[src/rtl/wb_tpm_buf_bridge.sv]
// wb_tpm_buf_bridge: Wishbone responder giving the M4 word access to the shared
// TPM command/response buffer RAM (via a request/grant port) plus control,
// status and interrupt registers for the exec/abort/complete handshake.
// Optional feature macro: TWPM_WB_GNT_TIMEOUT_EN (bounded wait for ram_gnt).
module wb_tpm_buf_bridge #(
   parameter int unsigned RAM_AW      = 9,
   parameter int unsigned GNT_TIMEOUT = 64,
   parameter logic [31:0] ID_VALUE    = 32'h54504D32
) (
   input  logic              clk_i,
   input  logic              rst_i,
   input  logic [16:0]       WBs_ADR,
   input  logic              WBs_CYC,
   input  logic              WBs_STB,
   input  logic              WBs_WE,
   input  logic              WBs_RD,
   input  logic [3:0]        WBs_BYTE_STB,
   input  logic [31:0]       WBs_WR_DAT,
   output logic [31:0]       WBs_RD_DAT,
   output logic              WBs_ACK,
   output logic              ram_req,
   input  logic              ram_gnt,
   output logic [RAM_AW-1:0] ram_addr,
   output logic [31:0]       ram_wdata,
   output logic [3:0]        ram_be,
   output logic              ram_we,
   input  logic [31:0]       ram_rdata,
   input  logic              exec_i,
   input  logic              abort_i,
   output logic              complete_o,
   output logic              irq_o
);

   typedef enum logic [1:0] {S_IDLE, S_REQ, S_RDW, S_ACK} state_t;

   localparam logic [14:0] A_ID     = 15'h200;
   localparam logic [14:0] A_STATUS = 15'h201;
   localparam logic [14:0] A_CTRL   = 15'h202;
   localparam logic [14:0] A_INTEN  = 15'h203;

   state_t      state_q, state_d;
   logic [31:0] rd_dat_q, rd_dat_d;
   logic        exec_s1_q, exec_s2_q, exec_p_q;
   logic        abort_s1_q, abort_s2_q, abort_p_q;
   logic        exec_evt_q, exec_evt_d;
   logic        abort_evt_q, abort_evt_d;
   logic [1:0]  int_en_q, int_en_d;
   logic        complete_q, complete_d;
   logic        irq_q, irq_d;
   logic        gnt_err;

   logic        stb;
   logic        is_ram;
   logic        reg_wr;
   logic [31:0] reg_rdata;
   logic        st_wr, ctrl_wr, inten_wr;
   logic        exec_rise, abort_rise;

`ifdef TWPM_WB_GNT_TIMEOUT_EN
   localparam int unsigned CW = $clog2(GNT_TIMEOUT + 1);
   logic [CW-1:0] tmo_cnt_q, tmo_cnt_d;
   logic          tmo_hit;
   logic          gnt_err_q, gnt_err_d;
   assign gnt_err = gnt_err_q;
`else
   assign gnt_err = 1'b0;
`endif

   logic unused_ok;
   assign unused_ok = ^{WBs_RD, WBs_ADR[1:0], 32'(GNT_TIMEOUT)};

   assign stb        = WBs_CYC & WBs_STB;
   assign is_ram     = (WBs_ADR[16:11] == '0);
   assign ram_req    = (state_q == S_REQ) & stb;
   assign ram_we     = ram_req & WBs_WE;
   assign ram_addr   = WBs_ADR[RAM_AW+1:2];
   assign ram_wdata  = WBs_WR_DAT;
   assign ram_be     = WBs_BYTE_STB;
   assign WBs_ACK    = (state_q == S_ACK);
   assign WBs_RD_DAT = rd_dat_q;
   assign complete_o = complete_q;
   assign irq_o      = irq_q;

   assign exec_rise  = exec_s2_q & ~exec_p_q;
   assign abort_rise = abort_s2_q & ~abort_p_q;

   // Register read multiplexer; unmapped addresses read as zero.
   always_comb begin
      reg_rdata = '0;
      case (WBs_ADR[16:2])
         A_ID:     reg_rdata = ID_VALUE;
         A_STATUS: reg_rdata = {27'd0, gnt_err, abort_evt_q, exec_evt_q, abort_s2_q, exec_s2_q};
         A_CTRL:   reg_rdata = {31'd0, complete_q};
         A_INTEN:  reg_rdata = {28'd0, int_en_q, 2'b00};
         default:  reg_rdata = '0;
      endcase
   end

   // Bus FSM next state, read-data capture and register-write strobe.
   always_comb begin
      state_d  = state_q;
      rd_dat_d = rd_dat_q;
      reg_wr   = 1'b0;
`ifdef TWPM_WB_GNT_TIMEOUT_EN
      tmo_hit   = 1'b0;
      tmo_cnt_d = '0;
`endif
      case (state_q)
         S_IDLE: begin
            if (stb) begin
               if (is_ram) begin
                  state_d = S_REQ;
               end else begin
                  state_d = S_ACK;
                  if (WBs_WE) reg_wr = WBs_BYTE_STB[0];
                  else        rd_dat_d = reg_rdata;
               end
            end
         end
         S_REQ: begin
            if (!stb) begin
               state_d = S_IDLE;
            end else if (ram_gnt) begin
               state_d = WBs_WE ? S_ACK : S_RDW;
`ifdef TWPM_WB_GNT_TIMEOUT_EN
            end else if (tmo_cnt_q == CW'(GNT_TIMEOUT - 1)) begin
               // grant is checked first, so a grant on the timeout edge still completes
               state_d  = S_ACK;
               rd_dat_d = '1;
               tmo_hit  = 1'b1;
            end else begin
               tmo_cnt_d = tmo_cnt_q + 1'b1;
`endif
            end
         end
         S_RDW: begin
            rd_dat_d = ram_rdata;
            state_d  = S_ACK;
         end
         S_ACK: state_d = S_IDLE;
         default: state_d = S_IDLE;
      endcase
   end

   // Control/status register next state: sticky events, W1C, complete handshake, irq.
   always_comb begin
      st_wr    = reg_wr && (WBs_ADR[16:2] == A_STATUS);
      ctrl_wr  = reg_wr && (WBs_ADR[16:2] == A_CTRL);
      inten_wr = reg_wr && (WBs_ADR[16:2] == A_INTEN);

      exec_evt_d  = exec_rise  | (exec_evt_q  & ~(st_wr & WBs_WR_DAT[2]));
      abort_evt_d = abort_rise | (abort_evt_q & ~(st_wr & WBs_WR_DAT[3]));
      int_en_d    = inten_wr ? WBs_WR_DAT[3:2] : int_en_q;

      complete_d = complete_q;
      if (complete_q && !exec_s2_q) complete_d = 1'b0;
      else if (ctrl_wr)             complete_d = WBs_WR_DAT[0];

      irq_d = |({abort_evt_q, exec_evt_q} & int_en_q);
`ifdef TWPM_WB_GNT_TIMEOUT_EN
      gnt_err_d = tmo_hit | (gnt_err_q & ~(st_wr & WBs_WR_DAT[4]));
`endif
   end

   // State registers and input synchronizers with synchronous reset.
   always_ff @(posedge clk_i) begin
      if (rst_i) begin
         state_q     <= S_IDLE;
         rd_dat_q    <= '0;
         exec_s1_q   <= 1'b0;
         exec_s2_q   <= 1'b0;
         exec_p_q    <= 1'b0;
         abort_s1_q  <= 1'b0;
         abort_s2_q  <= 1'b0;
         abort_p_q   <= 1'b0;
         exec_evt_q  <= 1'b0;
         abort_evt_q <= 1'b0;
         int_en_q    <= '0;
         complete_q  <= 1'b0;
         irq_q       <= 1'b0;
`ifdef TWPM_WB_GNT_TIMEOUT_EN
         tmo_cnt_q   <= '0;
         gnt_err_q   <= 1'b0;
`endif
      end else begin
         state_q     <= state_d;
         rd_dat_q    <= rd_dat_d;
         exec_s1_q   <= exec_i;
         exec_s2_q   <= exec_s1_q;
         exec_p_q    <= exec_s2_q;
         abort_s1_q  <= abort_i;
         abort_s2_q  <= abort_s1_q;
         abort_p_q   <= abort_s2_q;
         exec_evt_q  <= exec_evt_d;
         abort_evt_q <= abort_evt_d;
         int_en_q    <= int_en_d;
         complete_q  <= complete_d;
         irq_q       <= irq_d;
`ifdef TWPM_WB_GNT_TIMEOUT_EN
         tmo_cnt_q   <= tmo_cnt_d;
         gnt_err_q   <= gnt_err_d;
`endif
      end
   end

endmodule

[config.mk]
export PLATFORM = sky130hd
export DESIGN_NAME = wb_tpm_buf_bridge
export DESIGN_NICKNAME = d
export VERILOG_FILES = /design/src/rtl/wb_tpm_buf_bridge.sv
export SDC_FILE = /design/constraint.sdc
export NUM_CORES = 1
export LEC_CHECK = 0
export CORE_MARGIN = 1
export CORE_UTILIZATION = 34
export CTS_CLUSTER_DIAMETER = 40
export DETAILED_ROUTE_END_ITERATION = 16
export PLACE_DENSITY = 0.86
export SKIP_LAST_GASP = 1
export SYNTH_ARGS = -nofsm -noshare
export SYNTH_HDL_FRONTEND = slang
export SYNTH_SLANG_ARGS = --single-unit
[constraint.sdc]
create_clock -name clk_i -period 2.56 [get_ports clk_i]
set_clock_uncertainty 0.2 [all_clocks]
set_input_delay 0.256 -clock clk_i [delete_from_list [all_inputs] [get_ports clk_i]]
set_output_delay 0.256 -clock clk_i [all_outputs]
set_load 0.01 [all_outputs]
==> summary.md <==
| Metric | Value |
|---|---|
| Post-synthesis instance area | roughly 2300 µm² |
| Quantity of I/O buffers inserted on ports | about 110 |
| Setup WS post-layout | approximately 0.27 ns |
| Sequential cell area fraction in the yosys report | 40.5% |
| Portion of synthesized cell area occupied by the leading cell type | 40.5% |
| Critical-path cell list | clkdlybuf4s50_1 > nand2_1 > nor3b_1 > and2_1 > clkdlybuf4s50_1 |
| Unrepaired setup endpoints after global routing | false |
| Highest achievable clock rate | 0.437 GHz |
| Mean routed wirelength per cell | 14.9 µm |
| Total via count after detailed routing | 2065 |
| Fraction of registers with async set/reset | 0% |
| Hold path startpoint | exec_s1_q |
| Post-synthesis cell type with the largest combined area | sky130_fd_sc_hd__dfxtp_1 |
| Clock sink count | 46 |
| Area occupied by multi-input gates | 933 µm² |
| Kind of launch point of the worst setup path | input pin |
| Count of mapped cells out of synthesis | 251 |
| #FFs+latches synth | 46 |
| TritonCTS Buffers | 5 |
| Fillers | a little under 600 |
| Most common cell on crit path | sky130_fd_sc_hd__clkdlybuf4s50_1 |
| Clock latency on the worst-skew pair | 0.29 ns |
| Clock Path Buffers | 2 |
| Largest net degree at the start of global routing | 21 |
| Antenna violations before repair | 0 |
| Gpl congestion | around 0.87 |
| Post-CTS Repair Setup Buffers | 0 |
| Power per unit of standard cell area | 491 nW/µm² |
| Register area | 921 µm² |
| FF-to-FF setup slack | 0.56 ns |
| H-tree depth | 2 |
| Total Negative Setup Slacks | 0 ns |
| Final design area excluding fillers | around 3300 µm² |
| FF-to-FF path depth | 5 |
| Worst slew margin relative to its limit | 45.3% |
| Dominant cells by area after synthesis | sky130_fd_sc_hd__dfxtp_1 (41%), sky130_fd_sc_hd__buf_4 (15%), sky130_fd_sc_hd__a2bb2oi_1 (6.9%), sky130_fd_sc_hd__a221o_2 (5.5%), sky130_fd_sc_hd__nand2_1 (3.6%) |
| DIE AREA | 7010 µm² |
| Outcome | completed |
| Die Width | 83.8 µm |
| Vias in the first global route | between 2000 and 2500 |
| Minimum setup slack after placement | -0.0113 ns |
| Share of total power in combinational logic | between 15 and 20% |
| Total wire length | 5.98 mm |
| Primary FF master, synth | sky130_fd_sc_hd__dfxtp_1 |
| EDFF count, synth | 0 |
| Terminating pin of the worst hold path | exec_s2_q |
| Core region area | 6390 µm² |
| Final worst path period share | 89.3% |
| Num rows | 29 |
| GR Util All Layers | 17.4% |
| Data required time of the critical path | 2.10 ns |
| IR drop worst, VDD | 0.281 mV |
| Total net switching power | 387 µW |
| Clock tree from TritonCTS | built |
| Detail Route Antenna Nets | 0 |
| Capture point of the worst reg-to-reg path | WBs_RD_DAT[10] |
| Total number of nets in the final design | 418 |
| Final routed DRC violation total | 0 |
| Detailed-router iteration count before antenna repair | 4 |
| Layout Area Growth over Synthesis | 45.0% |
| Clock Root Buffer | sky130_fd_sc_hd__clkbuf_8 |
| Top Ports | 176 |
| Hold depth | 1 |
| Largest fanout on the critical path | 4 |
| Initial Utilization | approximately 36% |
| Mean instance size in the synthesized netlist | 9.05 µm² |
| Area after DPL | 3190 µm² |
| CP Class | in -> out |
| HP Class | reg -> reg |
| Period minus WS final | around 2.3 ns |
| Switching Share | between 20% and 30% |
| Clock network power share | between 30% and 40% |
| Drt initial violations | 93 |
| Post-synth cell types | 40 |
| Slowest-stage cell, CP | sky130_fd_sc_hd__clkdlybuf4s50_1 |
| Longest individual stage delay on the worst path | 0.55 ns |
| Tightest Pin Transition | 0.818 ns |
| Hold Buf Count CTS | 0 |
| Non-filler instance count after layout | 402 |
| Post-CTS Resized | 0 |
| Kind of capture point of the worst setup path | output pin |
| DP Wirelength | 4.48 mm |
| Count of synthesis-stage warnings from yosys | 0 |
| Setup violators final | 0 |
| CTS clk-pin slew, worst paths | 0.09 ns |
| Ratio of routed vias to standard cells | 5.14 |
| Total nets after synthesis | about 350 |
| DP Cell Count | 394 |
| Startpoint of the worst register-to-register path | state_q[0] |
| Max-cap violations | 0 |
| Reg power frac | 47.3% |
| Max-slew violation count | 0 |
| Total internal power | 1.23 mW |
| Data arrival, critical path | 1.83 ns |
| Antenna cells | 0 |
| Total grt overflow | 0 |
| Vertical die dimension | 83.8 µm |
| Share of cells above drive strength 1 | about an eighth |
| Leakage power summed over all cells | ~1.3 nW |
| Global-route wire length before repair | roughly 10 mm |
| Hold Violations, Final | 0 |
metal layers:
metal	GRT usage [%]	routed length, µm	up-vias
met5	0	0	-
met2	30.0	2920	102
li1	-	-	998
met1	21.7	2510	957
met3	4.45	492	8
met4	4.31	53	0
placed cells by master (no fill, tap or decap), types with 2 or more instances in the layout:
cell type | netlist | final
sky130_fd_sc_hd__nand4_1 | 3 | 3
sky130_fd_sc_hd__nand3b_1 | 2 | 2
sky130_fd_sc_hd__nand2b_1 | 3 | 3
sky130_fd_sc_hd__nor4_1 | 4 | 4
sky130_fd_sc_hd__or3_1 | 2 | 2
sky130_fd_sc_hd__and2_1 | 6 | 6
sky130_fd_sc_hd__clkdlybuf4s50_1 | 0 | 108
sky130_fd_sc_hd__o21ai_0 | 3 | 3
sky130_fd_sc_hd__dfxtp_1 | 46 | 46
sky130_fd_sc_hd__a211o_1 | 2 | 2
sky130_fd_sc_hd__nor4b_1 | 2 | 2
sky130_fd_sc_hd__mux2i_1 | 2 | 2
sky130_fd_sc_hd__nand3_1 | 2 | 2
sky130_fd_sc_hd__o31ai_1 | 2 | 2
sky130_fd_sc_hd__nor3_1 | 5 | 5
sky130_fd_sc_hd__nor2b_1 | 7 | 7
sky130_fd_sc_hd__nand2_1 | 22 | 22
sky130_fd_sc_hd__or4_4 | 2 | 2
sky130_fd_sc_hd__nor2_1 | 20 | 20
sky130_fd_sc_hd__buf_4 | 45 | 16
sky130_fd_sc_hd__a21oi_1 | 8 | 8
sky130_fd_sc_hd__clkbuf_8 | 0 | 5
sky130_fd_sc_hd__a2bb2oi_1 | 18 | 18
sky130_fd_sc_hd__a221o_2 | 11 | 11
sky130_fd_sc_hd__clkinv_2 | 0 | 2
sky130_fd_sc_hd__or4_1 | 3 | 3
sky130_fd_sc_hd__inv_1 | 4 | 4
how the worst max path moves through the flow:
stage | from | end | slack, ns | cells after the start
4_1_cts | WBs_CYC | ram_we | 0.27 | 5
6_report | WBs_CYC | ram_we | 0.27 | 5
3_5_place_dp | WBs_ADR[5] | WBs_RD_DAT[0] | -0.01 | 5
5_1_grt | WBs_CYC | ram_we | 0.15 | 5
2_1_floorplan | WBs_ADR[4] | WBs_RD_DAT[14] | 0.57 | 5
3_3_place_gp | WBs_ADR[4] | WBs_RD_DAT[0] | 0.03 | 5
Yosys cell counts, drive strengths merged (4+ instances only):
cell type / count
or4: 5
inv: 4
a2bb2oi: 18
clkbuf: 9
buf: 50
nor3: 6
a21oi: 8
nor4: 4
and2: 6
dfxtp: 46
a221o: 12
nor2b: 7
nand2: 22
nor2: 20
worst max-delay path, delay by kind of cell:
kind | cells | cell delay, ns
buffers and inverters | 2 | 1.08
and+or+nand+nor | 3 | 0.50
state kept, by name (all words and copies together) (netlist names):
signal and cells:
abort_s1_q 1, state_q 2, int_en_q 2, exec_s2_q 1, exec_p_q 1, abort_s2_q 1, irq_o 1, exec_s1_q 1
abort_p_q 1, complete_o 1, abort_evt_q 1, WBs_RD_DAT 32, exec_evt_q 1
area by class of cell:
type                    instances  share of cell area [%]
inverters                       4                   0.456
well taps                      77                    2.92
repair buffers                125                    37.1
flip-flops and latches         46                    27.9
clock inverters                 3                    1.21
multi-input cells             142                    28.3
clock buffers                   5                    2.09
through the flow:
stage / hold slack [ns] / total power, mW / utilization [%]
4_1_cts: 0.248 / 1.64 / 51.6
2_1_floorplan: 0.184 / 0.963 / -
3_5_place_dp: 0.226 / 1.10 / 49.9
6_report: 0.245 / 1.62 / 51.6
5_1_grt: 0.269 / 1.71 / 51.6
3_3_place_gp: 0.223 / 1.10 / 49.9
power groups by stage:
stage | combinational, mW | clock [mW] | sequential (mW)
final | 0.321 | 0.532 | 0.766
after global routing | 0.345 | 0.591 | 0.772
after CTS | 0.324 | 0.551 | 0.766
after detailed placement | 0.322 | 0 | 0.783
after global placement | 0.317 | 0 | 0.781
after floorplan | 0.171 | 0 | 0.791
kinds of logic (layout without fill, tap and decap cells):
group,after synthesis,count (layout),synth area share (%)
AOI/OAI and AO/OA,52,52,19.1
buffers and inverters,63,137,18.4
DFF,46,46,40.5
muxes,2,2,0.881
and+or+nand+nor,88,88,21.1
Power figures use the tool's default switching activity.
